[src/rtl/fib_seq_gen_if.sv]
// Request/stream bundle for the Fibonacci sequence generator: run setup,
// ready/valid term stream and run status.
interface fib_seq_gen_if #(
  parameter int WIDTH     = 8,
  parameter int MAX_TERMS = 16
);
  localparam int CW = $clog2(MAX_TERMS + 1);

  logic             start;
  logic [WIDTH-1:0] seed0;
  logic [WIDTH-1:0] seed1;
  logic [CW-1:0]    num_terms;
  logic             wrap_mode;
  logic             out_ready;
  logic             out_valid;
  logic [WIDTH-1:0] out_data;
  logic             out_last;
  logic [CW-1:0]    term_idx;
  logic             overflow;
  logic             busy;
  logic             done;

  modport master (
    output start, seed0, seed1, num_terms, wrap_mode, out_ready,
    input  out_valid, out_data, out_last, term_idx, overflow, busy, done
  );

  modport slave (
    input  start, seed0, seed1, num_terms, wrap_mode, out_ready,
    output out_valid, out_data, out_last, term_idx, overflow, busy, done
  );
endinterface

[src/rtl/fib_seq_gen.sv]
// Fibonacci term generator: emits num_terms terms from two seeds over a
// ready/valid stream, either wrapping on overflow or stopping before it.
module fib_seq_gen #(
  parameter int WIDTH     = 8,
  parameter int MAX_TERMS = 16
) (
  input  logic          clk,
  input  logic          reset,
  fib_seq_gen_if.slave  bus
);
  localparam int CW = $clog2(MAX_TERMS + 1);

  typedef enum logic [1:0] {
    IDLE = 2'd0,
    RUN  = 2'd1,
    DONE = 2'd2
  } state_t;

  state_t           state;
  logic [WIDTH-1:0] cur;
  logic [WIDTH-1:0] nxt;
  logic             nxt_ovf;
  logic [CW-1:0]    n_q;
  logic [CW-1:0]    term_idx;
  logic             wrap_q;
  logic             out_valid;
  logic             overflow;
  logic             busy;
  logic             done;

  logic [WIDTH:0]   sum;
  logic [CW-1:0]    n_clamped;
  logic             at_final_idx;
  logic             last_term;
  logic             xfer;

  // The extra sum bit is the carry that tells us the next-next term is unrepresentable.
  assign sum          = {1'b0, cur} + {1'b0, nxt};
  assign n_clamped    = (bus.num_terms > CW'(MAX_TERMS)) ? CW'(MAX_TERMS) : bus.num_terms;
  assign at_final_idx = (term_idx == n_q - CW'(1));
  assign last_term    = at_final_idx | (~wrap_q & nxt_ovf);
  assign xfer         = out_valid & bus.out_ready;

  assign bus.out_valid = out_valid;
  assign bus.out_data  = cur;
  assign bus.out_last  = out_valid & last_term;
  assign bus.term_idx  = term_idx;
  assign bus.overflow  = overflow;
  assign bus.busy      = busy;
  assign bus.done      = done;

  // NOTE: state is assigned with <= so every register samples pre-edge values,
  // independent of statement order inside the block.
  always_ff @(posedge clk or negedge reset) begin
    if (!reset) begin
      state     <= IDLE;
      cur       <= '0;
      nxt       <= '0;
      nxt_ovf   <= 1'b0;
      n_q       <= '0;
      term_idx  <= '0;
      wrap_q    <= 1'b0;
      out_valid <= 1'b0;
      overflow  <= 1'b0;
      busy      <= 1'b0;
      done      <= 1'b0;
    end else begin
      case (state)
        IDLE: begin
          if (bus.start) begin
            cur      <= bus.seed0;
            nxt      <= bus.seed1;
            nxt_ovf  <= 1'b0;
            n_q      <= n_clamped;
            wrap_q   <= bus.wrap_mode;
            term_idx <= '0;
            overflow <= 1'b0;
            busy     <= 1'b1;
            if (n_clamped == '0) begin
              state <= DONE;
              done  <= 1'b1;
            end else begin
              state     <= RUN;
              out_valid <= 1'b1;
            end
          end
        end

        RUN: begin
          if (xfer) begin
            cur      <= nxt;
            nxt      <= sum[WIDTH-1:0];
            nxt_ovf  <= sum[WIDTH];
            term_idx <= term_idx + CW'(1);
            // A carry into a term the run still needs is a real overflow.
            if (nxt_ovf && !at_final_idx) begin
              overflow <= 1'b1;
            end
            if (last_term) begin
              state     <= DONE;
              out_valid <= 1'b0;
              done      <= 1'b1;
            end
          end
        end

        DONE: begin
          state <= IDLE;
          done  <= 1'b0;
          busy  <= 1'b0;
        end

        default: begin
          state     <= IDLE;
          out_valid <= 1'b0;
          busy      <= 1'b0;
          done      <= 1'b0;
        end
      endcase
    end
  end
endmodule

[src/flat_wrapper.sv]
// flat-port wrapper written by rule: the top's interface ports become plain ports
module fib_seq_gen_flat 
#(
  parameter int WIDTH     = 8,
  parameter int MAX_TERMS = 16
)
  (clk, reset, bus_start, bus_seed0, bus_seed1, bus_num_terms, bus_wrap_mode, bus_out_ready, bus_out_valid, bus_out_data, bus_out_last, bus_term_idx, bus_overflow, bus_busy, bus_done);
  fib_seq_gen_if #(.WIDTH(WIDTH), .MAX_TERMS(MAX_TERMS)) bus_i ();
  input  logic clk;
  input  logic reset;
  input wire logic [$bits(bus_i.start)-1:0] bus_start;
  input wire logic [$bits(bus_i.seed0)-1:0] bus_seed0;
  input wire logic [$bits(bus_i.seed1)-1:0] bus_seed1;
  input wire logic [$bits(bus_i.num_terms)-1:0] bus_num_terms;
  input wire logic [$bits(bus_i.wrap_mode)-1:0] bus_wrap_mode;
  input wire logic [$bits(bus_i.out_ready)-1:0] bus_out_ready;
  output wire logic [$bits(bus_i.out_valid)-1:0] bus_out_valid;
  output wire logic [$bits(bus_i.out_data)-1:0] bus_out_data;
  output wire logic [$bits(bus_i.out_last)-1:0] bus_out_last;
  output wire logic [$bits(bus_i.term_idx)-1:0] bus_term_idx;
  output wire logic [$bits(bus_i.overflow)-1:0] bus_overflow;
  output wire logic [$bits(bus_i.busy)-1:0] bus_busy;
  output wire logic [$bits(bus_i.done)-1:0] bus_done;
  assign bus_i.start = bus_start;
  assign bus_i.seed0 = bus_seed0;
  assign bus_i.seed1 = bus_seed1;
  assign bus_i.num_terms = bus_num_terms;
  assign bus_i.wrap_mode = bus_wrap_mode;
  assign bus_i.out_ready = bus_out_ready;
  assign bus_out_valid = bus_i.out_valid;
  assign bus_out_data = bus_i.out_data;
  assign bus_out_last = bus_i.out_last;
  assign bus_term_idx = bus_i.term_idx;
  assign bus_overflow = bus_i.overflow;
  assign bus_busy = bus_i.busy;
  assign bus_done = bus_i.done;
  fib_seq_gen #(.WIDTH(WIDTH), .MAX_TERMS(MAX_TERMS)) u_core (.clk(clk), .reset(reset), .bus(bus_i));
endmodule
[config.mk]
export PLATFORM = sky130hd
export DESIGN_NAME = fib_seq_gen_flat
export DESIGN_NICKNAME = d
export VERILOG_FILES = /design/src/rtl/fib_seq_gen_if.sv /design/src/rtl/fib_seq_gen.sv /design/src/flat_wrapper.sv
export SDC_FILE = /design/constraint.sdc
export NUM_CORES = 1
export LEC_CHECK = 0
export ABC_AREA = 1
export BUFFER_PORTS_ARGS = -buffer_cell sky130_fd_sc_hd__buf_2
export CAP_MARGIN = 40
export CELL_PAD_IN_SITES_DETAIL_PLACEMENT = 0
export CELL_PAD_IN_SITES_GLOBAL_PLACEMENT = 1
export CORE_ASPECT_RATIO = 0.9
export CORE_MARGIN = 4
export CORE_UTILIZATION = 40
export DETAILED_ROUTE_END_ITERATION = 6
export PLACE_DENSITY_LB_ADDON = 0.1
export SYNTH_ARGS = -nofsm -noshare
export SYNTH_HDL_FRONTEND = slang
export SYNTH_SLANG_ARGS = --single-unit
[constraint.sdc]
create_clock -name clk -period 3.8 [get_ports clk]
set_input_delay 0 -clock clk [delete_from_list [all_inputs] [get_ports clk]]
set_output_delay 0 -clock clk [all_outputs]
set_load 0.005 [all_outputs]
# ---- Word-level counts from Yosys, hierarchy flattened
# Cells that the tools add are included.
dict set report totals {
  ff_bits 34
  in_bits 26
  output_inout_bits 18
  elab_cells 76
}
dict set report classes {
  add_sub_neg 3
  magnitude_cmp 1
  eq_ne 9
  n_mux 33
  n_bitwise 7
  reduce_logical 12
}
# operator n
set ops {}
lappend ops {{$mux W8} 4}
lappend ops {{$pmux W8 S2} 2}
lappend ops {{$mux W5} 3}
lappend ops {{$mux W1} 13}
lappend ops {{$pmux W5 S2} 1}
lappend ops {{$add A8 B8 Y9} 1}
lappend ops {{$mux W2} 4}
lappend ops {{$ne A2 B1 Y1 const B} 4}
lappend ops {{$pmux W1 S2} 4}
lappend ops {{$reduce_and A4 Y1} 2}
lappend ops {{$reduce_and A3 Y1} 2}
lappend ops {{$add A5 B1 Y5 const B} 1}
lappend ops {{$eq A5 B5 Y1} 1}
lappend ops {{$gt A5 B5 Y1 const B} 1}
lappend ops {{$logic_not A5 Y1} 1}
lappend ops {{$reduce_and A5 Y1} 1}
lappend ops {{$sub A5 B1 Y5 const B} 1}
lappend ops {{$ne A2 B2 Y1 const B} 2}
lappend ops {{$pmux W2 S2} 1}
lappend ops {{$reduce_and A2 Y1} 2}
lappend ops {{$and A1 B1 Y1} 3}
lappend ops {{$not A1 Y1} 3}
lappend ops {{$pmux W1 S3} 1}
lappend ops {{$eq A2 B1 Y1 const B} 1}
lappend ops {{other kinds (6)} 6}

# ---- Depth between registers and ports, before layout
# Gate-level depths: netlist of the first run.
dict set report depth {
  word_depth 7
  ltp_mapped 14
  mapped_depth_nobuf 14
}

# ---- Worst setup path before layout of the first run
# OpenSTA, ideal clock, no wires.
dict set report synth_timing {
  kind {flip-flop to flip-flop}
  start {register u_core.cur[0], in the netlist u_core.bus.out_data[0]}
  end {register u_core.nxt[6]}
  setup_ns 0.116
  arrival_ns 1.530
  required_ns 3.684
  setup_slack_ns 2.153
  path_stages_with_launch 11
  path_buffers 0
  period_less_slack_ns 1.647
  path_cell_list {dfrtp_1 ha_1 inv_1 fa_1 inv_1 nand4_1 o211ai_1 xor2_1 nand2_1 nand2_1 nand2_1}
}
dict set report synth_via {
  elab_chain_cells 3
}
# item line
set synth_lines {}
lappend synth_lines {{from (decl)} fib_seq_gen.sv:20} ;# logic [WIDTH-1:0] cur;
lappend synth_lines {{from (signal assigned)} fib_seq_gen.sv:71} ;# cur <= bus.seed0;
lappend synth_lines {{from (signal assigned)} fib_seq_gen.sv:91} ;# cur <= nxt;
lappend synth_lines {{$add A8 B8 Y9} fib_seq_gen.sv:38} ;# assign sum = {1'b0, cur} + {1'b0, nxt};
lappend synth_lines {{$mux W8} fib_seq_gen.sv:90} ;# if (xfer) begin
lappend synth_lines {{$pmux W8 S2} fib_seq_gen.sv:68} ;# case (state)
lappend synth_lines {{to (signal assigned)} fib_seq_gen.sv:72} ;# nxt <= bus.seed1;
lappend synth_lines {{to (signal assigned)} fib_seq_gen.sv:92} ;# nxt <= sum[WIDTH-1:0];
lappend synth_lines {{to (decl)} fib_seq_gen.sv:21} ;# logic [WIDTH-1:0] nxt;
# Every way passes these cells. The select of a mux whose other input is x is not followed.
# A chain may end at the register's enable or synchronous reset.

# ---- Worst setup path after layout of the first run
dict set report layout_timing {
  start {register u_core.state[0]}
  end {register u_core.nxt[5]}
}
dict set report layout_via {
  elab_chain_cells 3
  word_cells_on_any_way 7
  cone_classes {3 x eq/ne; 1 x mux; 3 x reduce/logical}
}
# item line
set layout_lines {}
lappend layout_lines {{from (decl)} fib_seq_gen.sv:19} ;# state_t state;
lappend layout_lines {{from (signal assigned)} fib_seq_gen.sv:56} ;# state <= IDLE;
lappend layout_lines {{from (signal assigned)} fib_seq_gen.sv:80} ;# state <= DONE;
lappend layout_lines {{from (signal assigned)} fib_seq_gen.sv:83} ;# state <= RUN;
lappend layout_lines {{$eq A2 B1 Y1 / $logic_not A2 Y1 (equally long branches)} fib_seq_gen.sv:68}
lappend layout_lines {{$ne A2 B1 Y1 (no source line) (tied with other cells)} -}
lappend layout_lines {{$reduce_and A3 Y1 (no source line)} -}
# Several ways; a longest one is shown, not always the timed one.

==> flow_summary.ini, run 1 <==
[sta]
worst_pin_slew_ps = 777
final_hold_viol_count = 0
finClkSkew_ps = 2.66
tns_ps = 0
rsz0062_at_grt = false
relSlewSlack_pct = 48.2
slew_viol_final = 0
fin_crit_sh_pct = 54.7
clock.fmax_mhz = 481
min_period_ps = 2080
finalSetupViolCount = 0

[clocking]
clockBufferDepth = 2
clkSinkCount = 34
numCtsBuffers = 5
htreeDepth = 2
post_cts_buffers = 0
cts_tree = yes
clock-root-buffer = clkbuf_8
clk_latency_ps = 280
clkTransAtPathRegs_ps = 70

[cells_and_area]
finalNetCount = 374
layout-drive-gt1-share_pct = 19.2
multi_input_area_um2 = 1050
final_util_pct = 53.1
seq_area_um2 = 851
area_delta_synth_final_pct = 25.8
fill_cells = 517
diodes = 0

[logic_synthesis]
synth_most_common_cell = nand2_1
synth_seq_cells = 34
synthTopCellsByArea = dfrtp_1 41%, nand2_1 16%, inv_1 6.5%, ha_1 6.0%, nor2_1 3.9%
avgSynthCellArea_um2 = 7.67
syn-num-nets = 310
synth_top_area_cell = dfrtp_1
yosysWarnings = 0
ys_types = 35
netlist_instances = 273
synth_edf_count = 0
ys_seq_area_share_pct = 40.6
synthArstFlopShare_pct = 100
synthTopCellsByCount = 87 x nand2_1, 36 x inv_1, 34 x dfrtp_1
synth-main-ff-cell = dfrtp_1
yosysTopAreaCellShare_pct = 40.6
synth_area_um2 = 2090

[power]
vdd_ir_drop_max_mv = 0.141
p_leak_uw = 0.00146
p_per_area_nw_per_um2 = 299

[grt]
track_usage_pct = 16.8
grt-ovfl-total = 0
grt_pass1_wl_um = 8820
grt_max_degree = 35
grt_pass1_vias = 1806
antenna_found_initial = 0

[outcome]
outcome = finished clean

[hold_path]
hp-start = bus_num_terms[4]
hold-path-cell-count = 3
hp-class = input pin to flip-flop
hold_path_end = u_core.n_q[4]

[critical_path]
max_stage_delay_ps = 420
required_ps = 4020
ff2ff_path_depth = 9
critPathBufInv = 3
cp-start-kind = flip-flop
cpLargestDelayFamily = simple AND/OR/NAND/NOR gates
critPathArrivalTime_ps = 2300
crit_type = flip-flop to flip-flop
r2r_slack_ps = 1720
cp_cell_sequence = inv_2 -> nand2_2 -> nor2_4 -> inv_2 -> nand2_2 -> inv_1 -> nor2_1 -> o21ai_0 -> nand2_1
r2r-end = u_core.nxt[5]
critPathCaptureType = flip-flop
r2r_start = u_core.state[0]
path_max_fanout = 20
slowest_stage = dfrtp_1

[drt]
routed_wl_um = 5280
wl_met3_um = 279
drc = 0
wl_per_cell_um = 13.1
met1_length_um = 2720
drtPass1Iterations = 4
antenna_left = 0
via_count = 1961
vias_per_cell = 4.87
drt-initial-drc-count = 80
wl_met2_um = 2210
routed.top_layer = met4

[floorplanning]
dieArea_um2 = 6460
row_count = 24
coreArea_um2 = 4950
die_x_um = 84.3
start_util_pct = 42.2
io_pins = 44
die-height_um = 76.6

[placement]
portBuffers = 43
dp_hpwl_um = 3940
gp_congestion = 0.773

[run]
cap_violations = 0
## flip-flops by register name, summed over array words and instances, names as in the netlist
name / cells
u_core.bus.busy: 1
u_core.bus.done: 1
u_core.bus.out_data: 8
u_core.bus.out_valid: 1
u_core.bus.overflow: 1
u_core.bus.term_idx: 5
u_core.n_q: 5
u_core.nxt: 8
u_core.nxt_ovf: 1
u_core.state: 2
u_core.wrap_q: 1
## per-layer routing
layer  vias to the layer above  track usage [%]
met5                         -                0
met4                         0             5.31
met3                         9             3.89
met2                        54             23.3
met1                       888             25.4
li1                       1010                -
## stage by stage
step,std cells,hold WS [ps],cell area [um^2],total power (uW),worst slack [ps]
finish,403,22.1,2630,787,1720
global route,403,53.7,2630,828,1520
CTS,403,18.1,2630,797,1680
detailed placement,376,138,2350,499,1730
global placement,376,138,2350,500,1820
floorplan,273,-296,2090,455,2150
## kinds of logic (layout without fill, tap and decap cells)
logic type,after synthesis,after routing,synth area share [%]
AOI/OAI and AO/OA,38,38,12.3
adders and majority gates,11,11,6.93
buffers and inverters,46,111,9.32
xor gates and xnor gates,5,5,2.09
and+or+nand+nor,139,139,28.8
DFF,34,34,40.6
## area by class of cell
| type | count | area share [%] |
|---|---|---|
| flip-flops and latches | 34 | 32.3 |
| well taps | 65 | 3.09 |
| inverters | 41 | 5.94 |
| multi-input cells | 193 | 39.8 |
| clock inverters | 1 | 0.190 |
| repair buffers | 62 | 15.4 |
| clock buffers | 7 | 3.28 |
## worst register-to-register path: stages (launching register included)
cell     delay [ps]
dfrtp_1         420
inv_2            80
nand2_2          70
nor2_4          320
inv_2           150
nand2_2         350
inv_1           310
nor2_1          150
o21ai_0         100
nand2_1          60
## how the worst max path moves through the flow
stage / startpoint / end / slack (ps) / depth (start not counted)
3_5_place_dp: u_core.state[0] / u_core.nxt[5] / 1730 / 9
4_1_cts: u_core.state[0] / u_core.nxt[5] / 1680 / 9
6_report: u_core.state[0] / u_core.nxt[5] / 1720 / 9
3_3_place_gp: u_core.state[0] / u_core.nxt[5] / 1820 / 9
2_1_floorplan: u_core.bus.out_data[0] / u_core.nxt[6] / 2150 / 10
5_1_grt: u_core.state[0] / u_core.nxt[5] / 1520 / 9
## power by group
part | internal [uW] | switching (uW) | total [uW]
registers | 375 | 11.1 | 386
clock network | 146 | 134 | 281
logic | 56.9 | 63.7 | 121
total | 578 | 209 | 787
## timing repair
action / 4_1_cts / 5_1_grt
hold buffers: 19 / 0
resized for setup: 0 / 0
hold endpoints to repair: 52 / 0
## cells in the final DEF (no fill, tap or decap)
cell            n
nand2_4         2
ha_1           10
o21ai_0         3
o311ai_0        1
a22oi_1         5
nor2_2          1
nand4_1         7
or2_2           1
a21oi_1         8
xor2_1          2
nand3_1        12
nor2_1         22
o21ai_1         3
o221ai_2        1
a31oi_1         5
clkinv_1        1
o22ai_1         4
nand3b_1        1
clkinv_2        1
buf_2          43
dfrtp_1        34
nor3_1          1
fa_1            1
nand2_1        87
dlygate4sd3_1  19
xnor2_1         3
o21ai_4         1
nand2_2         3
nor2_4          2
inv_2           3
inv_4           1
inv_1          36
o211ai_1        5
clkbuf_1        1
a21o_1          2
clkbuf_8        6
Power figures use the tool's default switching activity.
==> run 2, diff against run 1 <==
--- a/config.mk
+++ b/config.mk
@@ -12,7 +12,7 @@
 export CELL_PAD_IN_SITES_GLOBAL_PLACEMENT = 1
 export CORE_ASPECT_RATIO = 0.9
 export CORE_MARGIN = 4
-export CORE_UTILIZATION = 40
+export CORE_UTILIZATION = 39
 export DETAILED_ROUTE_END_ITERATION = 6
 export PLACE_DENSITY_LB_ADDON = 0.1
 export SYNTH_ARGS = -nofsm -noshare
==> constraint.sdc (replaced) <==
create_clock -name clk -period 2.2 [get_ports clk]
set_input_delay 0 -clock clk [delete_from_list [all_inputs] [get_ports clk]]
set_output_delay 0 -clock clk [all_outputs]
set_load 0.005 [all_outputs]
==> flow_summary.ini, run 2 (synthesis gave the netlist of run 1 again) <==
[hold_path]
hp-class = input pin to flip-flop
hold-path-cell-count = 3

[critical_path]
crit_type = flip-flop to flip-flop
required_ps = 2370
r2r_slack_ps = 340
r2r_start = u_core.nxt[0]
cpLargestDelayFamily = adder cells
critPathArrivalTime_ps = 2030
cp_cell_sequence = ha_1 -> inv_1 -> fa_1 -> inv_1 -> nand4_1 -> o211ai_1 -> xor2_1 -> nand2_1 -> nand2_1 -> nand2_1
cp-start-kind = flip-flop
slowest_stage = fa_1
max_stage_delay_ps = 420
ff2ff_path_depth = 10
crit_cells = 10
r2r-end = u_core.nxt[6]
startpoint = u_core.nxt[0]
path_max_fanout = 3
critPathBufInv = 2
endpoint = u_core.nxt[6]
critPathCaptureType = flip-flop
cpMostUsedCell = nand2_1

[sta]
tns_ps = 0
finalSetupViolCount = 0
rsz0062_at_grt = false
min_period_ps = 1860
slew_viol_final = 0
finClkSkew_ps = 5.14
clock.fmax_mhz = 537
worst_pin_slew_ps = 797
final_hold_viol_count = 0
fin_crit_sh_pct = 84.6
relSlewSlack_pct = 46.9

[floorplanning]
io_pins = 44
die_x_um = 85.2
dieArea_um2 = 6600
die-height_um = 77.5
row_count = 25
start_util_pct = 40.1
coreArea_um2 = 5220

[cells_and_area]
finalNetCount = 374
final_cell_mix = 87 x nand2_1, 43 x buf_2, 36 x inv_1, 34 x dfrtp_1, 22 x nor2_1
final_util_pct = 50.7
fill_cells = 507
layout-drive-gt1-share_pct = 20.1
final_common_cell = nand2_1
diodes = 0
area_delta_synth_final_pct = 26.5
multi_input_area_um2 = 1050
seq_area_um2 = 851

[grt]
grt_max_degree = 35
antenna_found_initial = 0
grt-ovfl-total = 0
grt_pass1_vias = 1933
track_usage_pct = 17.1
grt_pass1_wl_um = 9090

[clocking]
post_cts_resize_count = 0
post_cts_buffers = 0
numCtsBuffers = 5
clkTransAtPathRegs_ps = 70
clk_latency_ps = 280
clkSinkCount = 34
clock-root-buffer = clkbuf_8
htreeDepth = 2
clockBufferDepth = 2
cts_tree = yes

[drt]
drc = 0
drtPass1Iterations = 4
drt-initial-drc-count = 76
antenna_left = 0
met1_length_um = 2780
via_count = 1970
wl_met2_um = 2190
wl_per_cell_um = 13.0
routed_wl_um = 5280
wl_met3_um = 272
routed.top_layer = met4
vias_per_cell = 4.86

[power]
p_leak_uw = 0.00147
p_per_area_nw_per_um2 = 531
total_power_uw = 1410
vdd_ir_drop_max_mv = 0.366

[placement]
portBuffers = 43
dp_hpwl_um = 3990
gp_congestion = 0.839

[run]
cap_violations = 0

[outcome]
outcome = finished clean
[run 2: cell count changes in the layout (fill, tap and decap cells not counted)]
cell	delta
clkinv_2	-1
buf_4	+2
clkbuf_1	-1
clkbuf_8	+2
dlygate4sd3_1	-2
[run 2: how the worst min path moves through the flow]
stage                           startpoint  slack (ps)                     end
after detailed placement             reset         130           u_core.n_q[1]
after global routing      bus_num_terms[4]           3           u_core.n_q[4]
after CTS                 bus_num_terms[4]         0.1           u_core.n_q[4]
final                         bus_seed0[4]          10  u_core.bus.out_data[4]
after global placement               reset         140           u_core.n_q[1]
after floorplan                      reset        -300         u_core.bus.busy
[run 2: worst reg2reg max path: stages (launching register included)]
cell and delay, ps:
dfrtp_1 380, ha_1 220, inv_1 80, fa_1 420, inv_1 110, nand4_1 90
o211ai_1 120, xor2_1 170, nand2_1 60, nand2_1 60, nand2_1 50
[run 2: repair_timing]
item / 4_1_cts / 5_1_grt
hold buffers: 17 / 0
endpoints found under the hold margin: 50 / 0
endpoints found under the setup margin: 0 / 0
[run 2: cell type report]
type                    instances  share of cell area [%]
clock buffers                   8                    4.16
inverters                      41                    5.90
multi-input cells             193                    39.5
flip-flops and latches         34                    32.1
well taps                      67                    3.16
repair buffers                 62                    15.1
[run 2: per-layer routing]
metal  GRT usage (%)  up-vias
met3            4.25        4
met5               0        -
li1                -     1012
met2            23.8       45
met4            4.11        0
met1            26.1      909
[run 2: report_power, final]
group | switching (uW) | leakage (uW) | internal, uW
clock | 221 | 0.0000575 | 316
sequential | 18.5 | 0.000418 | 648
combinational | 109 | 0.000992 | 96.0
[run 2: stage by stage]
step	hold WS [ps]	setup WS (ps)	instances	instance area [um^2]
6_report	11.9	339	405	2650
5_1_grt	2.95	144	405	2650
4_1_cts	0.112	337	405	2650
3_5_place_dp	133	361	380	2370
3_3_place_gp	142	354	380	2370
2_1_floorplan	-296	553	273	2090
==> run 3, diff against run 2 <==
==> constraint.sdc (replaced) <==
create_clock -name clk -period 1.8 [get_ports clk]
set_input_delay 0 -clock clk [delete_from_list [all_inputs] [get_ports clk]]
set_output_delay 0 -clock clk [all_outputs]
set_load 0.005 [all_outputs]
==> flow_summary.ini, run 3 (synthesis gave the netlist of run 1 again) <==
[drt]
vias_per_cell = 4.68
drc = 0
drt-initial-drc-count = 111
routed_wl_um = 5360
drtPass1Iterations = 5
wl_per_cell_um = 12.9
via_count = 1944
antenna_left = 0

[critical_path]
cpLargestDelayFamily = simple AND/OR/NAND/NOR gates
slowest_stage = dfrtp_1
critPathArrivalTime_ps = 1680
cpMostUsedCell = nand2_1
critPathBufInv = 3
r2r_start = u_core.bus.out_data[0]
critPathCaptureType = output pin
crit_type = flip-flop to output pin
cp-start-kind = flip-flop
path_max_fanout = 3
r2r_slack_ps = 120
max_stage_delay_ps = 360
r2r-end = u_core.nxt[6]
required_ps = 1800
ff2ff_path_depth = 10
cp_cell_sequence = inv_2 -> ha_4 -> inv_2 -> nand2_1 -> nand2_1 -> nor2_1 -> nand2_1 -> nor2_1 -> nand2_2 -> a21oi_2 -> buf_2

[power]
p_leak_uw = 0.00150
p_switching_uw = 443
pwr-share-comb_pct = 15.9
power.internal_uw = 1230
seqPwrFrac_pct = 48.7
p_clk_share_pct = 35.4
p_per_area_nw_per_um2 = 607
p_sw_share_pct = 26.4
vdd_ir_drop_max_mv = 0.324

[cells_and_area]
fill_cells = 517
final_common_cell = nand2_1
area_delta_synth_final_pct = 31.9
final_cell_area_um2 = 2760
layout-drive-gt1-share_pct = 24.4
multi_input_area_um2 = 1080
final_cell_mix = 85 x nand2_1, 43 x buf_2, 34 x dfrtp_1, 31 x inv_1, 22 x nor2_1
seq_area_um2 = 851
finalNetCount = 384
diodes = 0

[grt]
antenna_found_initial = 0
grt_max_degree = 35
grt_pass1_wl_um = 9030
grt_pass1_vias = 1899
track_usage_pct = 17.2
grt-ovfl-total = 0

[sta]
rsz0062_at_grt = true
fin_crit_sh_pct = 93.6
min_period_ps = 1680
worst_pin_slew_ps = 788
relSlewSlack_pct = 47.4
fin_ws_ps = 116
finalSetupViolCount = 0
clock.fmax_mhz = 594
finClkSkew_ps = 7.66
final_hold_viol_count = 0
slew_viol_final = 0

[clocking]
clockBufferDepth = 2
cts_tree = yes
htreeDepth = 2
clock-root-buffer = clkbuf_8
clkTransAtPathRegs_ps = 70
clkSinkCount = 34
clk_latency_ps = 290
numCtsBuffers = 5

[placement]
portBuffers = 43
dp_hpwl_um = 3860
placed_area_um2 = 2430
place_ws_ps = 51.0
gp_congestion = 0.839

[hold_path]
hold-path-cell-count = 5
hp-class = input pin to flip-flop
hp-start = bus_seed1[7]
hold_path_end = u_core.nxt[7]

[floorplanning]
coreArea_um2 = 5220
row_count = 25
io_pins = 44
die-height_um = 77.5
dieArea_um2 = 6600
start_util_pct = 40.1
die_x_um = 85.2

[run]
cap_violations = 0

[outcome]
outcome = finished clean
run 3: changes by cell type in the layout (fill, tap and decap cells not counted), sizes merged:
cell | previous run | this run
clkinv | 1 | 2
buf | 45 | 52
dlygate4sd3 | 17 | 20
clkbuf | 8 | 7
run 3: repair_timing:
item | CTS | global route
buffers inserted | 1 | 1
setup endpoints to repair | 1 | 5
hold endpoints to repair | 53 | 0
pin swaps | 2 | 2
hold buffers | 20 | 0
gates resized for setup | 4 | 8
run 3: worst max path at each step:
stage,start,endpoint,slack [ps],depth (start not counted)
2_1_floorplan,u_core.bus.out_data[0],u_core.nxt[6],150,10
3_3_place_gp,u_core.bus.out_data[0],u_core.nxt[6],90,10
3_5_place_dp,u_core.bus.out_data[0],u_core.nxt[6],50,10
4_1_cts,u_core.n_q[0],bus_out_last,20,11
5_1_grt,u_core.nxt[0],u_core.nxt[6],-6,10
6_report,u_core.n_q[0],bus_out_last,120,11
run 3: cell type report:
cell class	instances	area share [%]
clock inverters	1	0.181
multi-input cells	193	39.2
flip-flops and latches	34	30.8
well taps	67	3.04
inverters	41	5.66
clock buffers	7	3.13
repair buffers	72	17.9
run 3: stage by stage:
step                      std cells  util [%]  hold slack, ps  total power [uW]  TNS, ps
after global placement          386      46.4             135              1050        0
final                           415      52.9            43.6              1680        0
after detailed placement        386      46.4             134              1050        0
after floorplan                 273         -            -296               961        0
after global routing            415      52.9            68.2              1780    -6.33
after CTS                       414      52.3            37.0              1700        0
run 3: worst min-delay path, stage by stage:
cell,delay (ps)
buf_2,70
nor2_1,30
nor2_1,90
nand2_1,60
nand2_1,50
run 3: power by group through the flow:
stage,Sequential [uW],Combinational (uW),Clock [uW]
floorplan,825,136,0
global placement,828,222,0
detailed placement,829,223,0
CTS,814,262,621
global route,819,306,654
finish,816,267,593
run 3: layer usage:
metal	track usage (%)	part of all wire [%]
met1	26.1	54
met2	24.4	40
met3	3.29	4.7
met4	5.54	1.6
met5	0	0
